==> config.mk <==
export PLATFORM = sky130hd
export DESIGN_NAME = serial_add_ctrl
export DESIGN_NICKNAME = d
export VERILOG_FILES = /design/src/rtl/serial_add_ctrl.sv
export SDC_FILE = /design/constraint.sdc
export NUM_CORES = 1
export LEC_CHECK = 0
export ABC_AREA = 0
export CORE_ASPECT_RATIO = 0.6
export CORE_MARGIN = 8
export CORE_UTILIZATION = 45
export CTS_CLUSTER_DIAMETER = 40
export CTS_CLUSTER_SIZE = 20
export DETAILED_ROUTE_END_ITERATION = 7
export HOLD_SLACK_MARGIN = 0.1
export PLACE_DENSITY = 0.73
export SKIP_CTS_REPAIR_TIMING = 1
export SYNTH_ARGS = -nofsm -noshare
export SYNTH_HDL_FRONTEND = slang
export SYNTH_SLANG_ARGS = --single-unit
==> constraint.sdc <==
create_clock -name clk -period 1.2 [get_ports clk]
set_input_delay 0.18 -clock clk [delete_from_list [all_inputs] [get_ports clk]]
set_output_delay 0.18 -clock clk [all_outputs]
set_load 0.01 [all_outputs]
==> src/rtl/serial_add_ctrl.sv <==
// Bit-serial WIDTH-bit adder: one full-adder slice (two half adders + OR) is reused
// for every bit position, LSB first, with a start/done handshake.

module half_adder (
    input  logic a,
    input  logic b,
    output logic s,
    output logic c
);
    assign s = a ^ b;
    assign c = a & b;
endmodule

module serial_add_ctrl #(
    parameter int WIDTH = 8
) (
    input  logic             clk,
    input  logic             rst_n,
    input  logic             start,
    input  logic [WIDTH-1:0] inA,
    input  logic [WIDTH-1:0] inB,
    output logic             busy,
    output logic             done,
    output logic [WIDTH-1:0] sum,
    output logic             Cout
);
    localparam int CNT_W = $clog2(WIDTH) + 1;
    localparam logic [CNT_W-1:0] LAST_BIT = CNT_W'(WIDTH - 1);

    typedef enum logic [1:0] {
        IDLE = 2'd0,
        RUN  = 2'd1,
        DONE = 2'd2
    } state_t;

    state_t           state_q, state_d;
    logic [WIDTH-1:0] op_a_q, op_a_d;
    logic [WIDTH-1:0] op_b_q, op_b_d;
    logic [WIDTH-1:0] res_q, res_d;
    logic [WIDTH-1:0] sum_q, sum_d;
    logic [CNT_W-1:0] count_q, count_d;
    logic             carry_q, carry_d;
    logic             cout_q, cout_d;
    logic             busy_q, busy_d;
    logic             done_q, done_d;

    logic             s1, c1, slice_bit, c2, slice_carry;
    logic [WIDTH-1:0] res_shift;

    half_adder u_ha_stage1 (
        .a (op_a_q[0]),
        .b (op_b_q[0]),
        .s (s1),
        .c (c1)
    );

    half_adder u_ha_stage2 (
        .a (s1),
        .b (carry_q),
        .s (slice_bit),
        .c (c2)
    );

    assign slice_carry = c1 | c2;

    // New result bits enter at the MSB, so after WIDTH shifts bit 0 sits at the LSB.
    generate
        if (WIDTH == 1) begin : g_single_bit
            assign res_shift = slice_bit;
        end else begin : g_multi_bit
            assign res_shift = {slice_bit, res_q[WIDTH-1:1]};
        end
    endgenerate

    always_comb begin
        state_d = state_q;
        op_a_d  = op_a_q;
        op_b_d  = op_b_q;
        res_d   = res_q;
        sum_d   = sum_q;
        count_d = count_q;
        carry_d = carry_q;
        cout_d  = cout_q;

        unique case (state_q)
            IDLE: begin
                if (start) begin
                    op_a_d  = inA;
                    op_b_d  = inB;
                    carry_d = 1'b0;
                    count_d = '0;
                    state_d = RUN;
                end
            end
            RUN: begin
                res_d   = res_shift;
                op_a_d  = op_a_q >> 1;
                op_b_d  = op_b_q >> 1;
                carry_d = slice_carry;
                count_d = count_q + CNT_W'(1);
                if (count_q == LAST_BIT) begin
                    sum_d   = res_shift;
                    cout_d  = slice_carry;
                    state_d = DONE;
                end
            end
            DONE: begin
                state_d = IDLE;
            end
            default: begin
                state_d = IDLE;
            end
        endcase

        busy_d = (state_d != IDLE);
        done_d = (state_d == DONE);
    end

    always_ff @(posedge clk) begin
        if (!rst_n) begin
            state_q <= IDLE;
            op_a_q  <= '0;
            op_b_q  <= '0;
            res_q   <= '0;
            sum_q   <= '0;
            count_q <= '0;
            carry_q <= 1'b0;
            cout_q  <= 1'b0;
            busy_q  <= 1'b0;
            done_q  <= 1'b0;
        end else begin
            state_q <= state_d;
            op_a_q  <= op_a_d;
            op_b_q  <= op_b_d;
            res_q   <= res_d;
            sum_q   <= sum_d;
            count_q <= count_d;
            carry_q <= carry_d;
            cout_q  <= cout_d;
            busy_q  <= busy_d;
            done_q  <= done_d;
        end
    end

    assign busy = busy_q;
    assign done = done_q;
    assign sum  = sum_q;
    assign Cout = cout_q;

endmodule

==> results of run 1 <==
## final cells by class
| class | instances | area share |
|---|---|---|
| clock buffer | 7 | 0.0433 |
| clock inverter | 1 | 0.00225 |
| inverter | 2 | 0.00506 |
| multi-input combinational | 124 | 0.355 |
| sequential | 41 | 0.373 |
| tap | 47 | 0.0264 |
| timing repair buffer | 41 | 0.195 |
## power by group through the flow
stage	registers (mW)	clock network [mW]	logic (mW)
final	1.46	0.971	0.331
after global routing	1.47	1.07	0.358
after CTS	1.46	0.990	0.307
after detailed placement	1.49	0	0.301
after global placement	1.49	0	0.292
after floorplan	1.47	0	0.186
## worst max path at each step
stage | slack (ps) | start | endpoint | depth (start not counted)
floorplan | 10 | count_q[0] | Cout | 5
global placement | -200 | start | count_q[2] | 4
detailed placement | -210 | start | count_q[2] | 4
CTS | -180 | sum[7] | sum[7] | 1
global route | -110 | count_q[0] | sum[5] | 5
finish | -20 | count_q[0] | sum[5] | 5
## logic make-up after synthesis
logic type / share of synthesized area
compound gates: 0.208
simple gates: 0.164
flops: 0.492
buf+inv: 0.0556
mux: 0.0601
fa+ha+maj: 0.0195
## cells in the mapped netlist, types with 4 or more instances
| master | instances | area [um2] |
|---|---|---|
| nor2b_1 | 4 | 25.0 |
| mux2i_1 | 10 | 100 |
| o22ai_1 | 14 | 87.6 |
| and2_1 | 4 | 25.0 |
| o21ai_0 | 6 | 30.0 |
| a22oi_1 | 4 | 30.0 |
| buf_2 | 4 | 20.0 |
| a21oi_1 | 15 | 75.1 |
| dfxtp_1 | 41 | 821 |
| clkbuf_1 | 5 | 18.8 |
| o21ai_1 | 8 | 40.0 |
| nand2_1 | 33 | 124 |
| a21boi_1 | 7 | 52.6 |
## critical path: stages, from the launching register on
cell and delay (ps):
dfxtp_2 340, ha_1 160, nand4b_1 150, nor2_2 160, buf_12 160, mux2i_1 180
## flip-flops by register name, summed over array words and instances, names as in the netlist, 2 cells and up
signal / count
res_q: 7
state_q: 2
count_q: 4
op_a_q: 8
sum: 8
op_b_q: 8
## through the flow
| stage | util | setup TNS (ps) | hold slack [ps] | area, um2 | instances |
|---|---|---|---|---|---|
| global route | 0.615 | -676 | 476 | 2220 | 263 |
| CTS | 0.592 | -3240 | 462 | 2140 | 261 |
| finish | 0.615 | -56.1 | 456 | 2220 | 263 |
| global placement | 0.564 | -3040 | 441 | 2040 | 253 |
| detailed placement | 0.564 | -4100 | 448 | 2040 | 253 |
| floorplan | - | 0 | 351 | 1670 | 180 |
## routing by layer
layer / wire (um) / GRT usage
met2: 1800 / 0.199
met5: 0 / 0
met1: 1890 / 0.169
met3: 222 / 0.0461
met4: 43 / 0.0464
## layout by cell type (no fill, tap or decap), types with 2 or more instances in the layout
cell / synthesis / routed
and2_1: 4 / 4
a21oi_1: 15 / 15
dfxtp_1: 41 / 36
nor2b_1: 4 / 4
dlymetal6s2s_1: 0 / 11
a22oi_1: 4 / 4
o21ai_1: 8 / 8
clkdlybuf4s50_1: 0 / 18
nand2_1: 33 / 33
buf_12: 0 / 2
mux2i_1: 10 / 10
o22ai_2: 0 / 3
o22ai_1: 14 / 11
buf_4: 1 / 10
clkbuf_8: 0 / 7
nand3_1: 3 / 3
o21ai_0: 6 / 6
dfxtp_2: 0 / 4
a21boi_1: 7 / 6
==> metrics.txt, run 1 <==
pin count of the biggest net entering global routing 31; Worst setup EP type flop; clock insertion delay at the later pin of the skew report 280 ps; Placement Setup Slack -209 ps; leakage power 0.991 nW; Hold EP sum[0]; r2r setup slk -20 ps; Post-synth ARST share 0; final WL 3.95 mm; endpoints failing setup 6; power per cell area 1240 nW/um2; Root Driver clkbuf_8; worst vdd rail ir drop ~860 uV; Port Buffers 29; io pins 30; CTS max path bufs 2; clk slew on worst S/H paths ~80 ps; total grt overflow 0; violated checks setup timing; via count 1437; RSZ-0062 raised after global routing true; initial antenna violation count 0; fmax 823 MHz; layout cell share with drive strength beyond 1 0.167; CP Max Fanout 11; Fill cells roughly 280; Worst Setup Path Type flop to flop; Fin Clk Skew 6.72 ps; WL per Instance approximately 15 um; Period Utilization, post-route 1.01; CTS tree yes; multi-input logic area roughly 800 um2; Core ar. roughly 3600 um2; Worst EP required 1420 ps; H-tree Lvls 2; Seq cells post-synth 41; Die ar. approximately 6000 um2; Int Power 2.11 mW; Post-synth top flop dfxtp_1; nets@finish 236; Final Hold Viols 0; GRT Overall Usage 0.132; DRT iter0 DRCs approximately 160; Die Width 94.6 um; Sw Ratio 0.236; Worst setup SP type flop; Syn Area/Cell 9.26 um2; first-pass GRT wire length 6.38 mm; total power 2.77 mW; CTS Sinks 41; Die H 63.1 um; Crit path arrival time 1430 ps; GPL Wtd Cong 0.823; Final Max Slew Viols 0; synth-to-layout area growth 33.4%; clock share of power 0.351; Inserted Clock Buffers 5; Unique masters post-synth 33; Slew HR 0.722; Row Count 17; status finished with violations; antenna cells 0; Hold Crit Start sum[0]; Critical R2R Capture sum[5]; Net Count, Synth 201; storage element area ~830 um2; Initial Utilization 0.461; combinational share of power 0.120; number of flops mapped to enable cells by yosys 0; WHS Path Cells 2; First-pass DRT Iterations 4; vias per cell 5.46; Sw Pwr 652 uW; Final WS setup -15.6 ps; HP Class flop to flop; r2r worst-path depth 5; reg2reg start count_q[0]; Final ANT Viol Nets 0; sequential share of the synthesized area 0.492; Seq pwr share 0.529; Mapped Cells 180; actual slew at the worst max-slew pin 417 ps; hpwl dp roughly 2.6 mm; post-route minimum period between 1000 and 1500 ps; Synth Cell Area 1670 um2; number of max-cap violations 0; Yosys warning count 0; vias in the first global route 1311; DRC viols 0
No activity file was read; power rests on OpenSTA's default activity.
==> run 2, diff against run 1 <==
--- a/config.mk
+++ b/config.mk
@@ -16,4 +16,5 @@
 export PLACE_DENSITY = 0.73
 export SKIP_CTS_REPAIR_TIMING = 1
+export SLEW_MARGIN = 25
 export SYNTH_ARGS = -nofsm -noshare
 export SYNTH_HDL_FRONTEND = slang
==> constraint.sdc (replaced) <==
create_clock -name clk -period 1.1 [get_ports clk]
set_input_delay 0.22 -clock clk [delete_from_list [all_inputs] [get_ports clk]]
set_output_delay 0.22 -clock clk [all_outputs]
set_load 0.01 [all_outputs]
==> metrics.txt, run 2 (synthesized netlist as in run 1, its figures left out) <==
First-pass DRT Iterations 4 (unchanged); Final Hold Viols 0 (unchanged); Final ANT Viol Nets 0 (unchanged); Crit path arrival time 1440 ps (was 1430 ps); CTS tree yes (unchanged); Worst setup SP type flop (unchanged); Period Utilization, post-route 1.11 (was 1.01); violated checks setup timing (unchanged); RSZ-0062 raised after global routing true (unchanged); Row Count 17 (unchanged); CP Max Fanout 11 (unchanged); total grt overflow 0 (unchanged); power per cell area 1230 nW/um2 (was 1240 nW/um2); Worst EP required 1320 ps (was 1420 ps); Inserted Clock Buffers 5 (unchanged); via count 1477 (was 1437); fmax 822 MHz (was 823 MHz); Final Max Slew Viols 0 (unchanged); Port Buffers 29 (unchanged); final WL 4.37 mm (was 3.95 mm); first-pass GRT wire length 6.36 mm (was 6.38 mm); clock insertion delay at the later pin of the skew report 300 ps (was 280 ps); Core ar. 3620 um2 (unchanged); io pins 30 (unchanged); Inst Count DP 257 (was 253); clk slew on worst S/H paths 70 ps (was 80 ps); DRC viols 0 (unchanged); GR met2 Demand/Resource 0.190 (was 0.199); worst vdd rail ir drop 740 uV (was 860 uV); GPL Wtd Cong 0.740 (was 0.823); Fill cells 286 (was 281); DRT iter0 DRCs 65 (was 157); initial antenna violation count 0 (unchanged); met1 Use GR 0.167 (was 0.169); leakage power 1.09 nW (was 0.991 nW); endpoints failing setup 29 (was 6); Initial Utilization 0.461 (unchanged); Root Driver clkbuf_8 (unchanged); vias in the first global route 1397 (was 1311); Die ar. 5970 um2 (unchanged); pin count of the biggest net entering global routing 34 (was 31); Final WS setup -116 ps (was -15.6 ps); vias per cell 5.45 (was 5.46); Die H 63.1 um (unchanged); most common cell after layout, fill and taps aside dfxtp_1 (unchanged); CTS Sinks 41 (unchanged); number of max-cap violations 0 (unchanged); met3 usage 0.0662 (was 0.0461); Die Width 94.6 um (unchanged); Slew HR 0.799 (was 0.722); WL per Instance 16.1 um (was 15.0 um); CTS max path bufs 2 (unchanged); synth-to-layout area growth 47.4% (was 33.4%); most frequent cells in the layout dfxtp_1 (36), nand2_1 (30), clkdlybuf4s50_1 (17), a21oi_1 (13), dlymetal6s2s_1 (12) (was dfxtp_1 (36), nand2_1 (33), clkdlybuf4s50_1 (18), a21oi_1 (15)); GRT Overall Usage 0.134 (was 0.132); post-route minimum period 1220 ps (about the same); H-tree Lvls 2 (unchanged); Finished Layout Cells 271 (was 263); total power 3.02 mW (was 2.77 mW); HP Class flop to flop (unchanged); Fin Clk Skew 3.36 ps (was 6.72 ps); status finished with violations (unchanged); Worst Setup Path Type flop to flop (unchanged); layout cell share with drive strength beyond 1 0.304 (was 0.167); hpwl dp 2.70 mm (was 2.63 mm); Worst setup EP type flop (unchanged); antenna cells 0 (unchanged); actual slew at the worst max-slew pin 301 ps (was 417 ps); GR peak layer met2 (unchanged); nets@finish 244 (was 236)
==> run 2: routing by layer <==
layer | vias to the layer above | wire length (um) | share of wire
met5 | - | 0 | 0
li1 | 718 | - | -
met1 | 711 | 2090 | 0.48
met4 | 0 | 61 | 0.014
met2 | 42 | 1900 | 0.43
met3 | 6 | 318 | 0.073
==> run 2: where the power goes <==
part	switching, mW	leakage, nW	internal, mW
Sequential	0.0547	0.337	1.55
Combinational	0.214	0.717	0.248
Clock	0.505	0.0395	0.451
==> run 2: path summary, 6_finish.rpt <==
kind	to	start	cells after the start	slack (ps)
setup / recovery	sum[0]	count_q[1]	5	-120
hold reg to reg	sum[1]	sum[1]	2	460
setup reg to reg	sum[0]	count_q[1]	5	-120
hold / removal	sum[1]	sum[1]	2	460
==> run 2: per-stage QoR <==
step | hold WS [ps] | cell area (um2) | utilization | setup slack (ps) | setup TNS, ps
after floorplan | 391 | 1680 | - | -50.2 | -401
after global placement | 442 | 2100 | 0.580 | -335 | -8630
after detailed placement | 448 | 2100 | 0.580 | -397 | -9760
after CTS | 461 | 2180 | 0.602 | -323 | -6240
after global routing | 469 | 2460 | 0.680 | -217 | -3390
final | 457 | 2460 | 0.680 | -116 | -1360
==> run 2: layout make-up <==
cell class                      instances  area [um2]  share of cell area
Clock buffer                            8        80.1              0.0326
Tap cell                               47        58.8              0.0239
Sequential cell                        41         830               0.338
Inverter                                2        11.3             0.00458
Multi-Input combinational cell        125         942               0.383
Timing Repair Buffer                   47         528               0.215
Timing Repair inverter                  1        7.51             0.00305
==> run 2: critical path, cell delays in order, from the launching register on <==
cell	delay, ps
dfxtp_2	360
ha_4	140
nand4b_1	130
nor2_2	160
buf_12	160
mux2i_1	190
